`config.mk`:
```
export PLATFORM = sky130hd
export DESIGN_NAME = muldiv_hilo_unit
export DESIGN_NICKNAME = d
export VERILOG_FILES = /design/src/rtl/muldiv_hilo_unit.sv
export SDC_FILE = /design/constraint.sdc
export NUM_CORES = 1
export LEC_CHECK = 0
export CORE_MARGIN = 8
export CORE_UTILIZATION = 30
export DETAILED_ROUTE_END_ITERATION = 8
export GPL_TIMING_DRIVEN = 0
export HOLD_SLACK_MARGIN = 0.06
export PLACE_DENSITY = 0.45
export SYNTH_ARGS = -nofsm -noshare
export SYNTH_HDL_FRONTEND = slang
export SYNTH_SLANG_ARGS = --single-unit
```
`constraint.sdc`:
```
create_clock -name clk_i -period 6.75 [get_ports clk_i]
set_input_delay 1.35 -clock clk_i [delete_from_list [all_inputs] [get_ports clk_i]]
set_output_delay 1.35 -clock clk_i [all_outputs]
set_load 0.02 [all_outputs]
```
`src/rtl/muldiv_hilo_unit.sv`:
```
// HI/LO multiply/divide unit: decodes the HI/LO functs, runs an iterative radix-2
// shift-add multiplier / restoring divider, owns HI/LO and raises stalls on hazards.
module muldiv_hilo_unit #(
   parameter int unsigned WIDTH = 32,
   parameter int unsigned CNT_W = 6
) (
   input  logic             clk_i,
   input  logic             rst_i,
   input  logic             op_valid_i,
   input  logic [5:0]       funct_i,
   input  logic [WIDTH-1:0] src1_i,
   input  logic [WIDTH-1:0] src2_i,
   input  logic             flush_i,
   output logic             stall_o,
   output logic             busy_o,
   output logic             done_o,
   output logic [WIDTH-1:0] hilo_rdata_o
);

   localparam logic [5:0] F_MFHI = 6'b010000;
   localparam logic [5:0] F_MTHI = 6'b010001;
   localparam logic [5:0] F_MFLO = 6'b010010;
   localparam logic [5:0] F_MTLO = 6'b010011;

   typedef enum logic [1:0] {S_IDLE, S_MUL, S_DIV, S_FIX} state_t;

   state_t             state_q, state_d;
   logic [CNT_W-1:0]   cnt_q;
   logic [2*WIDTH-1:0] acc_q;
   logic [WIDTH-1:0]   operand_q, hi_q, lo_q;
   logic               neg_lo_q, neg_rem_q, dz_q, is_div_q;

   logic               is_muldiv, is_hilo_op, accept;
   logic               src1_neg, src2_neg;
   logic [WIDTH-1:0]   src1_mag, src2_mag;
   logic [WIDTH:0]     mul_sum, div_shift;
   logic [WIDTH-1:0]   div_diff, quo, rem, hi_fix, lo_fix;
   logic               div_ge;
   logic [2*WIDTH-1:0] mul_next, div_next, prod_fix;

   // mult/multu/div/divu share prefix 0110, mf/mt HI/LO share prefix 0100
   assign is_muldiv  = (funct_i[5:2] == 4'b0110);
   assign is_hilo_op = op_valid_i && (is_muldiv || (funct_i[5:2] == 4'b0100));
   assign accept     = (state_q == S_IDLE) && op_valid_i && !flush_i;

   // funct bit 0 clear marks the signed variants
   assign src1_neg = !funct_i[0] && src1_i[WIDTH-1];
   assign src2_neg = !funct_i[0] && src2_i[WIDTH-1];
   assign src1_mag = src1_neg ? -src1_i : src1_i;
   assign src2_mag = src2_neg ? -src2_i : src2_i;

   // One engine step and the final sign fix-up
   always_comb begin
      mul_sum   = {1'b0, acc_q[2*WIDTH-1:WIDTH]} + (acc_q[0] ? {1'b0, operand_q} : '0);
      mul_next  = {mul_sum, acc_q[WIDTH-1:1]};
      div_shift = {acc_q[2*WIDTH-1:WIDTH], acc_q[WIDTH-1]};
      div_ge    = (div_shift >= {1'b0, operand_q});
      div_diff  = div_shift[WIDTH-1:0] - operand_q;
      div_next  = div_ge ? {div_diff, acc_q[WIDTH-2:0], 1'b1}
                         : {div_shift[WIDTH-1:0], acc_q[WIDTH-2:0], 1'b0};
      prod_fix  = neg_lo_q ? -acc_q : acc_q;
      quo       = acc_q[WIDTH-1:0];
      rem       = acc_q[2*WIDTH-1:WIDTH];
      // with a zero divisor the remainder path rebuilds the raw dividend
      lo_fix    = dz_q ? '1 : (neg_lo_q ? -quo : quo);
      hi_fix    = neg_rem_q ? -rem : rem;
   end

   always_ff @(posedge clk_i or posedge rst_i) begin
      if (rst_i) state_q <= S_IDLE;
      else       state_q <= state_d;
   end

   always_comb begin
      state_d = state_q;
      case (state_q)
         S_IDLE: if (accept && is_muldiv) state_d = funct_i[1] ? S_DIV : S_MUL;
         S_MUL, S_DIV: begin
            if (flush_i)                     state_d = S_IDLE;
            else if (cnt_q == CNT_W'(1))     state_d = S_FIX;
         end
         S_FIX:   state_d = S_IDLE;
         default: state_d = S_IDLE;
      endcase
   end

   // Operand latch, iteration and HI/LO writeback
   always_ff @(posedge clk_i or posedge rst_i) begin
      if (rst_i) begin
         cnt_q     <= '0;
         acc_q     <= '0;
         operand_q <= '0;
         hi_q      <= '0;
         lo_q      <= '0;
         neg_lo_q  <= 1'b0;
         neg_rem_q <= 1'b0;
         dz_q      <= 1'b0;
         is_div_q  <= 1'b0;
      end else begin
         case (state_q)
            S_IDLE: begin
               if (accept) begin
                  if (is_muldiv) begin
                     acc_q     <= {{WIDTH{1'b0}}, src1_mag};
                     operand_q <= src2_mag;
                     neg_lo_q  <= src1_neg ^ src2_neg;
                     neg_rem_q <= src1_neg;
                     dz_q      <= (src2_i == '0);
                     is_div_q  <= funct_i[1];
                     cnt_q     <= CNT_W'(WIDTH);
                  end else if (funct_i == F_MTHI) begin
                     hi_q <= src1_i;
                  end else if (funct_i == F_MTLO) begin
                     lo_q <= src1_i;
                  end
               end
            end
            S_MUL, S_DIV: begin
               acc_q <= (state_q == S_DIV) ? div_next : mul_next;
               cnt_q <= flush_i ? '0 : cnt_q - CNT_W'(1);
            end
            S_FIX: begin
               if (is_div_q) begin
                  hi_q <= hi_fix;
                  lo_q <= lo_fix;
               end else begin
                  hi_q <= prod_fix[2*WIDTH-1:WIDTH];
                  lo_q <= prod_fix[WIDTH-1:0];
               end
            end
            default: ;
         endcase
      end
   end

   assign busy_o  = (state_q != S_IDLE);
   assign done_o  = (state_q == S_FIX);
   assign stall_o = is_hilo_op && busy_o;

   always_comb begin
      hilo_rdata_o = '0;
      if (op_valid_i && (funct_i == F_MFHI))      hilo_rdata_o = hi_q;
      else if (op_valid_i && (funct_i == F_MFLO)) hilo_rdata_o = lo_q;
   end

endmodule

```
==> reports/qor.yml, run 1 <==
synthesis:
  synth_edf_count: 0
  post_synth.cell_area_avg_um2: 7.81
  synthArstFlopShare_pct: 100
  ys_seq_elements: 172
  yosys_warnings: 0
  seq_area_frac_synth_pct: 28.7
  syn_nets: 2067
  syn_inst: 1918
  synth_ff_type: "dfrtp_1"
  syn_area_um2: 15000
  synthDistinctLibCells: 79
sta:
  rsz0062_at_grt: "no"
  setup_violations: 0
  fin_worst_skew_ps: 16.3
  timing.setup.tns_ps: 0
  maxSlewHeadroom_pct: 16.5
  worstMarginPinSlew_ps: 1250
  period_minus_slack_ps: 5620
  final-hold-violation-count: 0
  period_share_pct: 83.3
  slew_violations: 0
  max_freq_mhz: 178
pwr:
  p_seq_share_pct: 23.2
  total_leakage_power_nw: 7.19
  p_sw_w: 0.00451
  power.internal_w: 0.00391
  p_per_area_nw_per_um2: 481
  irDropWorstVdd_v: 0.000243
  pwr-share-clk_pct: 12.2
  comb_power_share_pct: 64.6
  switching_share_pct: 53.6
  finalPower_w: 0.00842
clock_network:
  clock-sinks: 172
  h-tree-depth: 4
  clk_latency_ps: 510
  cts_max_path_buffers: 2
  numCtsBuffers: 17
  cts_setup_buffers: 0
  clkTransAtPathRegs_ps: 60
  cts_root_buffer: "clkbuf_16"
  postCtsHoldBufs: 0
  cts_repair_resize_count: 0
  cts_tree: "done"
worst_setup_path:
  startpoint: "funct_i[1]"
  critPathArrivalTime_ps: 4270
  crit_path_start_kind: "input pin"
  critical_path_required_ps: 5400
  critPathKind: "in2out"
  regToRegSetupSlack_ps: 2050
  ff2ff_path_depth: 12
  crit_path_end_kind: "output pin"
  r2r_end: "acc_q[62]"
  reg2reg_from: "acc_q[43]"
  worstPathMaxFanout: 10
routing:
  dr.first_iter.drc_count: 1199
  routedLengthMet1_um: 26100
  met2RoutedLength_um: 29100
  dr_wl_met3_um: 2640
  highest_layer: "met5"
  antenna_left: 0
  post_drt_wl_per_cell_um: 21.7
  firstDrtPassIters: 5
  viasPerCell: 5.37
  vias: 14600
  wl_um: 59300
  drc: 0
global_route:
  overflow: 0
  grt_pass1_wl_um: 89400
  grt_pass1_vias: 14500
  antenna_found_initial: 1
  track_usage_pct: 20.6
  grt_max_degree: 94
min_path:
  hold-path-cell-count: 2
  hp-start: "operand_q[26]"
  whs_endpoint: "operand_q[26]"
  worstHoldPathType: "reg2reg"
floorplan:
  die-area_um2: 57400
  num_io_pins: 109
  core-area_um2: 49800
  die_h_um: 240
  initial_core_util_pct: 30.1
  rows: 82
  die_w_um: 240
place:
  io_buffers: 105
  gp_congestion: 0.901
  placed_area_um2: 16900
  dpl.hpwl_um: 47100
cells_and_area:
  layout-drive-gt1-share_pct: 3.65
  nets: 2192
  fin_area_um2: 17500
  num_antenna_cells: 0
  synthToLayoutAreaGrowth_pct: 16.7
run_status:
  status: "finished, final reports clean"
job:
  drv_cap: 0
-- layer usage --
metal	up-vias	global-route usage, %
met3	83	3.39
li1	7133	-
met2	366	36.0
met1	7063	25.5
met4	2	6.97
met5	-	0
-- cells in the final DEF (no fill, tap or decap), types with 17 or more instances in the layout --
| master | count |
|---|---|
| a21o_1 | 39 |
| clkdlybuf4s50_1 | 105 |
| mux2i_1 | 82 |
| nand2_1 | 208 |
| clkbuf_1 | 96 |
| dfrtp_1 | 172 |
| xor2_1 | 71 |
| ha_1 | 73 |
| o22ai_1 | 30 |
| xnor2_1 | 96 |
| and3_1 | 18 |
| nor3_1 | 39 |
| a21oi_1 | 147 |
| nor2_1 | 196 |
| a211oi_1 | 22 |
| o21ai_0 | 219 |
| clkbuf_16 | 17 |
| inv_1 | 71 |
-- how the worst max path moves through the flow --
stage                            end  slack (ps)  depth (start not counted)
floorplan                   acc_q[0]         740                          1
CTS                 hilo_rdata_o[21]        1140                          6
finish               hilo_rdata_o[5]        1130                          6
global route        hilo_rdata_o[21]        1060                          6
global placement       operand_q[29]       -2170                          2
detailed placement  hilo_rdata_o[21]        1150                          6
-- synthesized netlist by cell type, drive strengths merged (5+ instances only) --
cell    number  area share, %
o22ai       30            1.3
o221ai       8           0.47
xor2        71            4.1
a21oi      147            4.9
a311oi       5           0.29
nor2b       11           0.46
nor3        39            1.3
a21o        39            2.0
o31ai       21            1.4
xnor2       96            5.6
o21bai      12           0.60
nand2      208            5.2
a31oi       16           0.67
a221oi       6           0.35
nor4        13           0.74
nand2b      13           0.54
o41ai       12           0.70
inv         73            1.8
mux2i       82            5.5
buf         19           0.57
ha          73            6.1
or2         12           0.52
a22oi       15           0.75
or3         17           0.74
o211ai      13           0.65
or4         15           0.78
o21ai      224            7.5
nor2       196            4.9
nand3       16           0.53
and2         8           0.33
clkbuf      97            2.4
dfrtp      172             29
o31a         7           0.41
and3        18           0.75
o21a         7           0.35
nand4       10           0.42
nor3b       14           0.70
a31o         8           0.47
a211oi      22            1.1
-- state kept, by name, indices dropped and copies added, names as in the netlist --
register	flops
state_q	2
operand_q	32
lo_q	32
cnt_q	6
hi_q	32
neg_rem_q	1
is_div_q	1
acc_q	64
dz_q	1
neg_lo_q	1
-- kinds of logic after synthesis --
group | Yosys count | share of synthesized area (%)
muxes | 84 | 5.63
AOI/OAI and AO/OA | 619 | 25.5
DFF | 172 | 28.7
and+or+nand+nor | 612 | 19.2
xor gates and xnor gates | 167 | 9.76
adders and majority gates | 75 | 6.36
buffers and inverters | 189 | 4.83
-- layout make-up --
cell class	instances	area, um^2
well taps	672	841
multi-input cells	1557	9960
flip-flops and latches	172	4300
clock buffers	18	439
inverters	73	282
fillers	5349	32300
clock inverters	14	140
plain buffers	116	450
repair buffers	106	1080
-- stage by stage --
| step | instances | worst slack (ps) | hold WS [ps] | util (%) |
|---|---|---|---|---|
| final | 2728 | 1130 | 477 | 35.2 |
| after global routing | 2728 | 1060 | 495 | 35.2 |
| after CTS | 2728 | 1140 | 483 | 35.2 |
| after detailed placement | 2696 | 1150 | 465 | 34.0 |
| after global placement | 2695 | -2170 | 462 | 33.9 |
| after floorplan | 1918 | 740 | 449 | - |
-- critical path, cell delays in order --
cell	delay, ps
clkdlybuf4s50_1	590
clkbuf_1	560
buf_1	750
mux2i_1	220
nor2_1	170
clkdlybuf4s50_1	620
-- power groups by stage --
stage / Clock, W / Sequential [W] / Combinational, W
2_1_floorplan: 0 / 0.00179 / 0.00375
3_3_place_gp: 0 / 0.00196 / 0.00540
3_5_place_dp: 0 / 0.00197 / 0.00540
4_1_cts: 0.00105 / 0.00195 / 0.00542
5_1_grt: 0.00109 / 0.00202 / 0.00600
6_report: 0.00103 / 0.00195 / 0.00544
No activity file was read; power rests on OpenSTA's default activity.
==> run 2, diff against run 1 <==
==> constraint.sdc (replaced) <==
create_clock -name clk_i -period 5.6 [get_ports clk_i]
set_input_delay 1.12 -clock clk_i [delete_from_list [all_inputs] [get_ports clk_i]]
set_output_delay 1.12 -clock clk_i [all_outputs]
set_load 0.02 [all_outputs]
==> run 2 against run 1 <==
  * Die area unchanged
  * First-iteration DRC count fell by 4.8%
  * Critical path depth unchanged
  * Utilization grew 0.096 points
  * Sequential power up 21%
  * Largest power group unchanged
  * Critical path type unchanged
  * Final cell count grew 0.11%
  * Register-to-register slack lost 1100 ps
  * Clock skew fell by 1.1 ps
  * Largest cell class unchanged
  * Hold slack better by 1.5 ps
  * Total power is 21% higher
  * Combinational power increased by 21%
  * Critical endpoint is now hilo_rdata_o[30]
==> reports/qor.yml, run 2 (synthesized netlist as in run 1, its figures left out) <==
run_status:
  status: "finished, final reports clean"
cells_and_area:
  final_common_cell: "o21ai_0"
  largest_reg_flops: 64  # unchanged
  mostFrequentLayoutCells: "o21ai_0 (219), nand2_1 (208), nor2_1 (196)"
  n_fill_cell: 5349  # unchanged
  num_antenna_cells: 0  # unchanged
  fin_area_um2: 17500  # +0.27%
  final_cells: 2731  # +0.11%
  regMostFlops: "acc_q"
  layout-drive-gt1-share_pct: 3.79  # +0.14 points
  synthToLayoutAreaGrowth_pct: 17.0
  nets: 2195  # +0.14%
sta:
  timing.setup.tns_ps: 0  # unchanged
  period_share_pct: 93.2
  final-hold-violation-count: 0  # unchanged
  fin_ws_ps: 382  # -747 ps
  fin_worst_skew_ps: 15.2  # -1.14 ps
  rsz0062_at_grt: "no"
  period_minus_slack_ps: 5220
  worstMarginPinSlew_ps: 1300  # +43.0 ps
  max_freq_mhz: 192
  setup_violations: 0  # unchanged
  slew_violations: 0  # unchanged
  maxSlewHeadroom_pct: 13.7  # -2.9 points
floorplan:
  core-area_um2: 49800  # unchanged
  die_w_um: 240  # unchanged
  die-area_um2: 57400  # unchanged
  initial_core_util_pct: 30.1  # unchanged
  rows: 82  # unchanged
  num_io_pins: 109  # unchanged
  die_h_um: 240  # unchanged
clock_network:
  cts_setup_buffers: 0  # unchanged
  clkTransAtPathRegs_ps: 80  # +20 ps
  cts_tree: "done"
  clk_latency_ps: 500  # about the same
  cts_max_path_buffers: 2  # unchanged
  postCtsHoldBufs: 0  # unchanged
  numCtsBuffers: 17  # unchanged
  clock-sinks: 172  # unchanged
  cts_repair_resize_count: 0  # unchanged
  h-tree-depth: 4  # unchanged
  cts_root_buffer: "clkbuf_16"
pwr:
  p_per_area_nw_per_um2: 579  # +20%
  irDropWorstVdd_v: 0.000272  # +12%
  finalPower_w: 0.0101  # +21%
  total_leakage_power_nw: 7.21  # +0.24%
routing:
  drc: 0  # unchanged
  viasPerCell: 5.36  # -0.26%
  antenna_left: 0  # unchanged
  dr.first_iter.drc_count: 1142  # -4.8%
  wl_um: 59400  # +0.12%
  post_drt_wl_per_cell_um: 21.7  # about the same
  vias: 14600  # -0.15%
  firstDrtPassIters: 5  # unchanged
global_route:
  grt_use_met2_pct: 34.9  # -1.0 points
  grt-busiest-layer: "met2"
  met1_usage_pct: 25.6  # +0.17 points
  grt_max_degree: 39  # -59%
  grt_pass1_wl_um: 89500  # +0.15%
  grt_pass1_vias: 14700  # +1.6%
  overflow: 0  # unchanged
  met3_usage_pct: 3.13  # -0.26 points
  antenna_found_initial: 1  # unchanged
  track_usage_pct: 20.6  # about the same
place:
  io_buffers: 105  # unchanged
  dpl.hpwl_um: 47500  # +0.93%
  dpl.cell_count: 2699  # +0.11%
  gp_congestion: 0.925  # +2.6%
  place_ws_ps: 440  # -708 ps
  placed_area_um2: 17000  # +0.29%
worst_setup_path:
  critical_path_required_ps: 4480  # -920 ps
  critPathKind: "in2out"
  crit_path_start_kind: "input pin"
  crit_path_end_kind: "output pin"
  worstPathMaxFanout: 10  # unchanged
  critPathArrivalTime_ps: 4100  # -170 ps
min_path:
  worstHoldPathType: "reg2reg"
job:
  drv_cap: 0  # unchanged
==> run 2: cell count changes in the layout (fill, tap and decap cells not counted), sizes merged <==
cell	delta
clkinvlp	+1
clkinv	+4
inv	-4
clkbuf	-1
buf	+3
==> run 2: stage by stage <==
stage | hold slack (ps) | util [%]
CTS | 484 | 35.3
finish | 478 | 35.3
global route | 502 | 35.3
global placement | 462 | 33.9
detailed placement | 465 | 34.1
floorplan | 449 | -
==> run 2: where the power goes <==
| part | internal [W] | switching [W] | leakage [nW] | total (W) |
|---|---|---|---|---|
| Sequential | 0.00177 | 0.000588 | 2.16 | 0.00236 |
| Combinational | 0.00234 | 0.00424 | 4.77 | 0.00658 |
| Clock | 0.000591 | 0.000618 | 0.279 | 0.00121 |
| Total | 0.00470 | 0.00545 | 7.21 | 0.0101 |
==> run 2: per-layer routing <==
| layer | up-vias | part of all wire [%] |
|---|---|---|
| li1 | 7139 | - |
| met1 | 6965 | 44 |
| met2 | 412 | 48 |
| met3 | 107 | 4.5 |
| met4 | 2 | 3.7 |
| met5 | - | 0.029 |
==> run 2: layout make-up <==
class / count / area, um^2 / area share (%)
tap: 672 / 841 / 4.79
timing repair buffer: 109 / 1130 / 6.45
clock buffer: 17 / 425 / 2.43
clock inverter: 15 / 153 / 0.870
sequential: 172 / 4300 / 24.5
multi-input combinational: 1557 / 9960 / 56.8
buffer: 116 / 450 / 2.57
inverter: 73 / 278 / 1.58
==> run 2: critical path, cell delays in order <==
cell and delay (ps):
clkdlybuf4s50_1 580, clkbuf_1 580, buf_1 840, mux2i_1 220, nor2_1 130, clkdlybuf4s50_1 620
==> run 2: path summary, 6_finish.rpt <==
kind                            start          endpoint  slack, ps  cells after the start
max                        funct_i[1]  hilo_rdata_o[30]        380                      6
min                          hi_q[29]          hi_q[29]        480                      1
max reg2reg                 acc_q[43]         acc_q[62]        940                     12
min reg2reg                  hi_q[29]          hi_q[29]        480                      1
max in group asynchronous       rst_i          hi_q[25]       3560                      4
min in group asynchronous       rst_i           lo_q[6]       1110                      2
==> run 3, diff against run 2 <==
--- a/config.mk
+++ b/config.mk
@@ -7,6 +7,8 @@
 export LEC_CHECK = 0
 export CORE_MARGIN = 8
 export CORE_UTILIZATION = 30
+export CTS_BUF_LIST = sky130_fd_sc_hd__clkbuf_8
+export CTS_CLUSTER_DIAMETER = 100
 export DETAILED_ROUTE_END_ITERATION = 8
 export GPL_TIMING_DRIVEN = 0
 export HOLD_SLACK_MARGIN = 0.06
==> run 3 against run 2 <==
  * Die area stayed put
  * Critical path type unchanged
  * Hold slack better by 7.2 ps
  * Maximum frequency is 0.60% higher
  * Cell area is 1.1% lower
  * Final cell count stayed put
  * Worst setup slack better by 31 ps
==> reports/qor.yml, run 3 (synthesized netlist as in run 1, its figures left out) <==
job:
  drv_cap: 0  # unchanged
sta:
  setup_violations: 0  # unchanged
  max_freq_mhz: 193  # +0.60%
  period_minus_slack_ps: 5190  # -30.9 ps
  holdWs_ps: 486  # +7.22 ps
  fin_worst_skew_ps: 31.7  # +16.5 ps
  period_share_pct: 92.6  # -0.55 points
  rsz0062_at_grt: "no"
  final-hold-violation-count: 0  # unchanged
  slew_violations: 0  # unchanged
  worstMarginPinSlew_ps: 1270  # -21.7 ps
  maxSlewHeadroom_pct: 15.1  # +1.4 points
  timing.setup.tns_ps: 0  # unchanged
clock_network:
  cts_setup_buffers: 0  # unchanged
  postCtsHoldBufs: 0  # unchanged
  numCtsBuffers: 17  # unchanged
  clk_latency_ps: 600  # +100 ps
  cts_max_path_buffers: 2  # unchanged
  clock-sinks: 172  # unchanged
  cts_repair_resize_count: 0  # unchanged
  cts_tree: "done"
  clkTransAtPathRegs_ps: 90  # about the same
  cts_root_buffer: "clkbuf_8"
  h-tree-depth: 4  # unchanged
place:
  dpl.cell_count: 2699  # unchanged
  io_buffers: 105  # unchanged
  gp_congestion: 0.925  # unchanged
  dpl.hpwl_um: 47500  # unchanged
floorplan:
  die_h_um: 240  # unchanged
  core-area_um2: 49800  # unchanged
  die_w_um: 240  # unchanged
  rows: 82  # unchanged
  num_io_pins: 109  # unchanged
  initial_core_util_pct: 30.1  # unchanged
  die-area_um2: 57400  # unchanged
routing:
  viasPerCell: 5.37  # +0.33%
  vias: 14700  # +0.33%
  dr.first_iter.drc_count: 1030  # -9.8%
  drc: 0  # unchanged
  wl_um: 59500  # +0.25%
  post_drt_wl_per_cell_um: 21.8  # +0.25%
  antenna_left: 0  # unchanged
  firstDrtPassIters: 5  # unchanged
cells_and_area:
  regArea_um2: 4300  # unchanged
  n_fill_cell: 5360  # +0.21%
  multi_input_area_um2: 9960  # unchanged
  regMostFlops: "acc_q"
  mostFrequentLayoutCells: "o21ai_0 (219), nand2_1 (208), nor2_1 (196)"
  largest_reg_flops: 64  # unchanged
  final_common_cell: "o21ai_0"
  layout-drive-gt1-share_pct: 3.79  # unchanged
  fin_util_pct: 34.9  # -0.38 points
  synthToLayoutAreaGrowth_pct: 15.8
  final_cells: 2731  # unchanged
  nets: 2195  # unchanged
  num_antenna_cells: 0  # unchanged
worst_setup_path:
  worstPathMaxFanout: 10  # unchanged
  critical_path_required_ps: 4480  # about the same
  crit_path_start_kind: "input pin"
  critPathArrivalTime_ps: 4070  # -30 ps
  critPathKind: "in2out"
  crit_path_end_kind: "output pin"
pwr:
  irDropWorstVdd_v: 0.000221  # -19%
  p_seq_share_pct: 23.8  # +0.6 points
  p_sw_w: 0.00543  # -0.34%
  p_per_area_nw_per_um2: 569  # -1.7%
  total_leakage_power_nw: 7.12  # -1.2%
  switching_share_pct: 55.0  # +1.3 points
  finalPower_w: 0.00987  # -2.8%
  power.internal_w: 0.00444  # -5.6%
  comb_power_share_pct: 66.8  # +2.0 points
  pwr-share-clk_pct: 9.4  # -2.5 points
run_status:
  status: "finished, final reports clean"
global_route:
  overflow: 0  # unchanged
  grt_pass1_wl_um: 89800  # +0.30%
  grt_pass1_vias: 14700  # -0.088%
  track_usage_pct: 20.6  # about the same
  antenna_found_initial: 0  # -1
  grt_max_degree: 39  # unchanged
min_path:
  worstHoldPathType: "reg2reg"
## run 3: cell types whose count changed in the layout (fill, tap and decap cells not counted)
cell,delta
clkbuf_8,+17
clkbuf_16,-17
## run 3: worst paths after layout
kind / slack, ps / to / startpoint / cells past startpoint
worst max-delay path: 410 / hilo_rdata_o[24] / funct_i[1] / 6
worst min-delay path: 490 / operand_q[21] / operand_q[21] / 2
worst max register to register: 920 / acc_q[62] / acc_q[43] / 12
worst min register to register: 490 / operand_q[21] / operand_q[21] / 2
max in group asynchronous: 3650 / hi_q[27] / rst_i / 4
min in group asynchronous: 1010 / lo_q[6] / rst_i / 2
## run 3: worst max-delay path: stages
cell and delay [ps]:
clkdlybuf4s50_1 590, clkbuf_1 570, buf_1 810, mux2i_1 210, nor2_1 140, clkdlybuf4s50_1 610
## run 3: stage by stage
step / area [um^2] / setup slack [ps]
2_1_floorplan: 15000 / 2090
3_3_place_gp: 16900 / 452
3_5_place_dp: 17000 / 440
4_1_cts: 17300 / 429
5_1_grt: 17300 / 306
6_report: 17300 / 412
## run 3: power by group through the flow
stage	combinational, W	sequential, W	clock [W]
floorplan	0.00452	0.00216	0
global placement	0.00651	0.00236	0
detailed placement	0.00652	0.00237	0
CTS	0.00655	0.00234	0.000953
global route	0.00725	0.00243	0.000996
finish	0.00659	0.00235	0.000926
## run 3: layer usage
layer	GRT usage (%)	vias to the layer above	part of all wire, %
li1	-	7146	-
met1	25.7	7033	45
met2	35.3	398	48
met3	3.32	96	4.1
met4	7.97	0	3.1
met5	0	-	0
## run 3: cell type report
type / count / share of cell area (%)
Tap cell: 672 / 4.85
Buffer: 116 / 2.60
Inverter: 73 / 1.60
Clock inverter: 15 / 0.880
Sequential cell: 172 / 24.8
Clock buffer: 17 / 1.35
Multi-Input combinational cell: 1557 / 57.4
Timing Repair Buffer: 109 / 6.52
